$ cat src/rtl/operand_entry_ctrl_pkg.sv
// ---------------------------------------------------------------------------
// operand_entry_ctrl_pkg
// Shared definitions for the operand entry controller:
//   - state_t   : FSM states; the encoding doubles as the ms_out display code
//   - PAGE_*    : led_sel display page selects
//   - page_of() : maps a state to the display page it shows
// ---------------------------------------------------------------------------
package operand_entry_ctrl_pkg;

    typedef enum logic [3:0] {
        ST_IDLE    = 4'h0,
        ST_LOAD_A  = 4'h1,
        ST_LOAD_B  = 4'h2,
        ST_LOAD_OP = 4'h3,
        ST_RUN     = 4'h4,
        ST_SHOW    = 4'h5,
        ST_ERR     = 4'hE
    } state_t;

    localparam logic [1:0] PAGE_OPND  = 2'b00;
    localparam logic [1:0] PAGE_RES   = 2'b01;
    localparam logic [1:0] PAGE_STATE = 2'b10;

    function automatic logic [1:0] page_of(input state_t s);
        logic [1:0] page;
        page = PAGE_OPND;
        if (s == ST_SHOW) page = PAGE_RES;
        else if (s == ST_ERR) page = PAGE_STATE;
        return page;
    endfunction

endpackage

$ cat src/rtl/operand_entry_ctrl_go_debounce.sv
// ---------------------------------------------------------------------------
// go_debounce
// Synchronizes the raw Go pushbutton, debounces it and emits a one-cycle
// pulse on each accepted rising edge of the debounced level.
// Ports:
//   clk    in  system clock
//   rst    in  asynchronous active-high reset
//   go_raw in  raw, bouncy button (asynchronous to clk)
//   go_p   out one-cycle pulse per accepted press
// ---------------------------------------------------------------------------
module go_debounce #(
    parameter int DB_CYCLES = 250000
) (
    input  logic clk,
    input  logic rst,
    input  logic go_raw,
    output logic go_p
);

    localparam int CNT_W = (DB_CYCLES > 1) ? $clog2(DB_CYCLES) : 1;
    localparam logic [CNT_W-1:0] CNT_LAST = CNT_W'(DB_CYCLES - 1);

    logic             sync_p0;
    logic             sync_p1;
    logic [1:0]       sync_vld;
    logic             db_level;
    logic [CNT_W-1:0] db_cnt;
    logic             armed;

    always_ff @(posedge clk or posedge rst) begin
        if (rst) begin
            sync_p0  <= 1'b0;
            sync_p1  <= 1'b0;
            sync_vld <= 2'b00;
            db_level <= 1'b0;
            db_cnt   <= '0;
            armed    <= 1'b0;
            go_p     <= 1'b0;
        end else begin
            // two-flop synchronizer
            sync_p0  <= go_raw;
            sync_p1  <= sync_p0;
            sync_vld <= {sync_vld[0], 1'b1};
            go_p     <= 1'b0;

            // counter only runs while the synchronized input disagrees
            // with the accepted level; DB_CYCLES disagreeing samples flip it
            if (sync_p1 == db_level) begin
                db_cnt <= '0;
            end else if (db_cnt == CNT_LAST) begin
                db_cnt   <= '0;
                db_level <= sync_p1;
                go_p     <= sync_p1 & armed;
            end else begin
                db_cnt <= db_cnt + 1'b1;
            end

            // A button held through reset must be seen released before a
            // press counts; sync_vld masks the reset contents of the flops.
            if (sync_vld[1] && !sync_p1 && !db_level) begin
                armed <= 1'b1;
            end
        end
    end

endmodule

$ cat src/rtl/operand_entry_ctrl.sv
// ---------------------------------------------------------------------------
// operand_entry_ctrl
// Input-side controller of the calculator: walks the user through entering
// operand 1, operand 2 and the opcode with the Go button, starts the ALU and
// waits for completion or timeout. Drives the display interface.
// Ports:
//   clk50MHz  in  system clock
//   rst       in  asynchronous active-high reset
//   sw        in  operand switches
//   op_sw     in  opcode switches
//   go_raw    in  raw Go pushbutton
//   alu_done  in  ALU completion (sampled only in RUN)
//   in1, in2  out latched operands to ALU
//   op        out latched opcode to ALU
//   alu_start out one-cycle ALU start pulse
//   din_dis1/2 out operand digits to display
//   ms_out    out state code to display
//   led_sel   out display page select
//   busy      out high while in RUN
// ---------------------------------------------------------------------------
module operand_entry_ctrl
    import operand_entry_ctrl_pkg::*;
#(
    parameter int DB_CYCLES      = 250000,
    parameter int TIMEOUT_CYCLES = 1024
) (
    input  logic       clk50MHz,
    input  logic       rst,
    input  logic [3:0] sw,
    input  logic [2:0] op_sw,
    input  logic       go_raw,
    input  logic       alu_done,
    output logic [3:0] in1,
    output logic [3:0] in2,
    output logic [2:0] op,
    output logic       alu_start,
    output logic [3:0] din_dis1,
    output logic [3:0] din_dis2,
    output logic [3:0] ms_out,
    output logic [1:0] led_sel,
    output logic       busy
);

    localparam int TO_W = (TIMEOUT_CYCLES > 1) ? $clog2(TIMEOUT_CYCLES) : 1;
    localparam logic [TO_W-1:0] TO_LAST = TO_W'(TIMEOUT_CYCLES - 1);

    state_t          state_q;
    state_t          state_d;
    logic [TO_W-1:0] to_cnt;
    logic            go_p;
    logic            ld_in1;
    logic            ld_in2;
    logic            start_d;

    go_debounce #(
        .DB_CYCLES (DB_CYCLES)
    ) u_go_db (
        .clk    (clk50MHz),
        .rst    (rst),
        .go_raw (go_raw),
        .go_p   (go_p)
    );

    always_ff @(posedge clk50MHz or posedge rst) begin
        if (rst) state_q <= ST_IDLE;
        else     state_q <= state_d;
    end

    always_comb begin
        state_d = state_q;
        ld_in1  = 1'b0;
        ld_in2  = 1'b0;
        start_d = 1'b0;
        unique case (state_q)
            ST_IDLE:    if (go_p) state_d = ST_LOAD_A;
            ST_LOAD_A:  if (go_p) begin
                            ld_in1  = 1'b1;
                            state_d = ST_LOAD_B;
                        end
            ST_LOAD_B:  if (go_p) begin
                            ld_in2  = 1'b1;
                            state_d = ST_LOAD_OP;
                        end
            ST_LOAD_OP: if (go_p) begin
                            start_d = 1'b1;
                            state_d = ST_RUN;
                        end
            // completion has priority over a simultaneous timeout
            ST_RUN:     if (alu_done)               state_d = ST_SHOW;
                        else if (to_cnt == TO_LAST) state_d = ST_ERR;
            ST_SHOW,
            ST_ERR:     if (go_p) state_d = ST_LOAD_A;
            default:    state_d = ST_IDLE;
        endcase
    end

    // Operand/opcode latches, timeout counter and registered display outputs
    always_ff @(posedge clk50MHz or posedge rst) begin
        if (rst) begin
            in1       <= '0;
            in2       <= '0;
            op        <= '0;
            alu_start <= 1'b0;
            to_cnt    <= '0;
            din_dis1  <= '0;
            din_dis2  <= '0;
            ms_out    <= ST_IDLE;
            led_sel   <= PAGE_OPND;
            busy      <= 1'b0;
        end else begin
            if (ld_in1)  in1 <= sw;
            if (ld_in2)  in2 <= sw;
            if (start_d) op  <= op_sw;
            alu_start <= start_d;

            if (start_d)               to_cnt <= '0;
            else if (state_q == ST_RUN) to_cnt <= to_cnt + 1'b1;

            din_dis1 <= (state_q == ST_LOAD_A) ? sw : in1;
            din_dis2 <= (state_q == ST_LOAD_B) ? sw : in2;
            ms_out   <= state_q;
            led_sel  <= page_of(state_q);
            busy     <= (state_q == ST_RUN);
        end
    end

endmodule

$ cat config.mk
export PLATFORM = sky130hd
export DESIGN_NAME = operand_entry_ctrl
export DESIGN_NICKNAME = d
export VERILOG_FILES = /design/src/rtl/operand_entry_ctrl_pkg.sv /design/src/rtl/operand_entry_ctrl_go_debounce.sv /design/src/rtl/operand_entry_ctrl.sv
export SDC_FILE = /design/constraint.sdc
export NUM_CORES = 1
export LEC_CHECK = 0
export BUFFER_PORTS_ARGS = -buffer_cell sky130_fd_sc_hd__buf_2
export CAP_MARGIN = 15
export CORE_MARGIN = 5
export CORE_UTILIZATION = 57
export DETAILED_ROUTE_END_ITERATION = 10
export PLACE_DENSITY = 0.79
export SYNTH_ARGS = -nofsm -noshare
export SYNTH_HDL_FRONTEND = slang
export SYNTH_HIERARCHICAL = 1
export SYNTH_SLANG_ARGS = --single-unit
export TNS_END_PERCENT = 1
$ cat constraint.sdc
create_clock -name clk50MHz -period 2.5 [get_ports clk50MHz]
set_clock_uncertainty 0.2 [all_clocks]
set_input_delay 0.625 -clock clk50MHz [delete_from_list [all_inputs] [get_ports clk50MHz]]
set_output_delay 0.625 -clock clk50MHz [all_outputs]
set_load 0.05 [all_outputs]
==> out/metrics.yaml <==
ant_nets: 0
setup-tns-final_ns: 0
first_global_vias: 1888
required_ns: 2.53
power_switching_w: 0.000980
power_leakage_nw: 1.55
ys_seq_elements: 66
grt_start_max_net_pins: 42
cts_buffers: 9
drive_gt1_share_pct: 32.7
synthTopCellsByCount: "dfrtp_1 (66), nor2_1 (26), mux2_2 (19), nand2_1 (16), xnor2_1 (13)"
ys_warn_count: 6
critPathMaxStageDelay_ns: 0.70
setup_viol_count_final: 0
fp.coreArea_um2: 5070
postCtsSetupBuffers: 0
vias: 1926
rows: 26
cap_violations: 0
tritoncts: "yes"
clkTransAtPathRegs_ns: 0.07
hpwl_mm: 3.52
layout_min_cycle_time_ns: 2.18
crit_chain: "or4b_1 > nor2_2 > a211oi_2 > a31o_2"
finalNetCount: 302
syn_inst: 244
synth_area_leaders: "dfrtp_1 (56%), mux2_2 (7.2%), xnor2_1 (3.8%)"
die_area_um2: 6730
synth_top_cell_area_share_pct: 55.8
max-vdd-ir-drop_mv: 0.416
grtUsageTotal_pct: 17.6
pwr-share-seq_pct: 45.0
stdcell_count: 364
switching_share_pct: 34.3
seq_area_um2: 1650
dpl.cell_count: 348
final_core_util_pct: 66.9
start_kind: "register"
grt_pass1_wl_mm: 8.83
max_slew_margin_pct: 63.8
viasPerCell: 5.29
start_util_pct: 58.3
grt_overflow: 0
internal-power_w: 0.00188
cellPowerDensity_nw_per_um2: 843
clk_latency_ns: 0.33
criticalPathCategory: "register to register"
cts_sinks: 66
ios: 38
wl_mm: 5.11
synthArstFlopShare_pct: 100
synth.largest_area_cell: "dfrtp_1"
netlist_area_um2: 2960
cts.hold.buffers_added: 0
drv_slew: 0
crit_family: "simple AND/OR/NAND/NOR gates"
fin_crit_sh_pct: 87.0
drtIter0Drc: 160
htreeDepth: 3
cts-root-buf: "clkbuf_8"
worst_pin_slew_ns: 0.538
synth_edf_count: 0
combPwrFrac_pct: 25.8
synth-seq-area-share_pct: 55.8
outcome: "complete, no violations"
cp_max_fo: 10
finalHoldViolCount: 0
synth_nets: 257
grt_setup_unrepaired: "no"
clockBufferDepth: 2
antenna_found_initial: 0
p_total_w: 0.00286
place_congestion: 0.840
cts_resized: 0
ys_types: 46
yosysMostFrequentCell: "dfrtp_1"
crit_buf_inv: 0
port_buffers: 37
max_freq_mhz: 460
synth-main-ff-cell: "dfrtp_1"
worstHoldPathType: "input pin to asynchronous set/reset pin"
n_antenna_cell: 0
cp_slowest_cell: "or4b_1"
multiInputGateArea_um2: 1210
first_pass_iters: 4
hold_slack_ns: 0.134
syn_to_final_growth_pct: 14.7
arrival_ns: 2.20
clkPwrFrac_pct: 29.2
dieWidth_um: 82.1
detail_route.wl_per_cell_um: 14.0
avgSynthCellArea_um2: 12.1
worst_setup_path_end_kind: "register"
fill_cells: 392
die_h_um: 82.1
remaining_drc_errors: 0
-- power by group through the flow --
stage | registers [W] | logic, W | clock network (W)
4_1_cts | 0.00129 | 0.000745 | 0.000866
2_1_floorplan | 0.00155 | 0.000335 | 0
3_3_place_gp | 0.00130 | 0.000734 | 0
5_1_grt | 0.00131 | 0.000791 | 0.000913
6_report | 0.00129 | 0.000737 | 0.000836
3_5_place_dp | 0.00131 | 0.000743 | 0
-- cell usage in the layout, fill, tap and decap left out, types with 6 or more instances in the layout --
cell and n:
nand3_1 7, nand2_1 16, dfrtp_1 66, xnor2_1 13, buf_2 37, xor2_1 10
nor3_1 9, clkbuf_8 9, buf_4 7, nand4_1 12, nor2_1 26, inv_1 6
mux2_2 19
-- tightest hold or removal path: stages --
cell   delay (ns)
buf_2        0.10
inv_1        0.04
buf_4        0.29
-- final timing paths --
kind	startpoint	to	slack, ns	cells after the start
worst max-delay path	state_q[2]	state_q[0]	0.32	4
worst min-delay path	rst	u_go_db/db_cnt[16]	0.13	3
worst max register to register	state_q[2]	state_q[0]	0.32	4
worst min register to register	u_go_db/sync_vld[0]	u_go_db/sync_vld[1]	0.15	0
max in group asynchronous	rst	led_sel[1]	1.54	3
min in group clk50MHz	u_go_db/sync_vld[0]	u_go_db/sync_vld[1]	0.15	0
-- per-layer routing --
| layer | up-vias | global-route usage, % | part of all wire [%] |
|---|---|---|---|
| met5 | - | 0 | 0 |
| met4 | 0 | 8.80 | 1.5 |
| met3 | 6 | 4.39 | 4.1 |
| met2 | 37 | 27.4 | 47 |
| met1 | 934 | 22.8 | 47 |
| li1 | 949 | - | - |
-- state kept, by name, indices dropped and copies added (netlist names), 4 cells and up --
signal          count
ms_out              4
din_dis2            4
in1                 4
in2                 4
state_q             4
u_go_db/db_cnt     18
to_cnt             10
din_dis1            4
-- per-stage QoR --
step / area (µm²) / setup WS, ns
after floorplan: 2960 / 0.540
after global placement: 3210 / 0.357
after detailed placement: 3210 / 0.343
after CTS: 3390 / 0.323
after global routing: 3390 / 0.195
final: 3390 / 0.325
-- kinds of logic (layout without fill, tap and decap cells) --
family          Yosys count  after routing  synth area share [%]
simple gates             97             97                  19.8
flops                    66             66                  55.8
xor+xnor                 23             23                  6.81
mux                      21             21                  8.08
compound gates           18             18                  5.12
buf+inv                  16             66                  3.38
fa+ha+maj                 2              2                 0.846
other cells               1              1                 0.127
-- layout make-up --
class,instances,share of cell area [%]
clock buffers,11,3.87
clock inverters,5,1.62
inverters,6,0.664
multi-input cells,162,35.6
flip-flops and latches,66,48.7
well taps,70,2.58
repair buffers,44,7.01
Power figures use the tool's default switching activity.
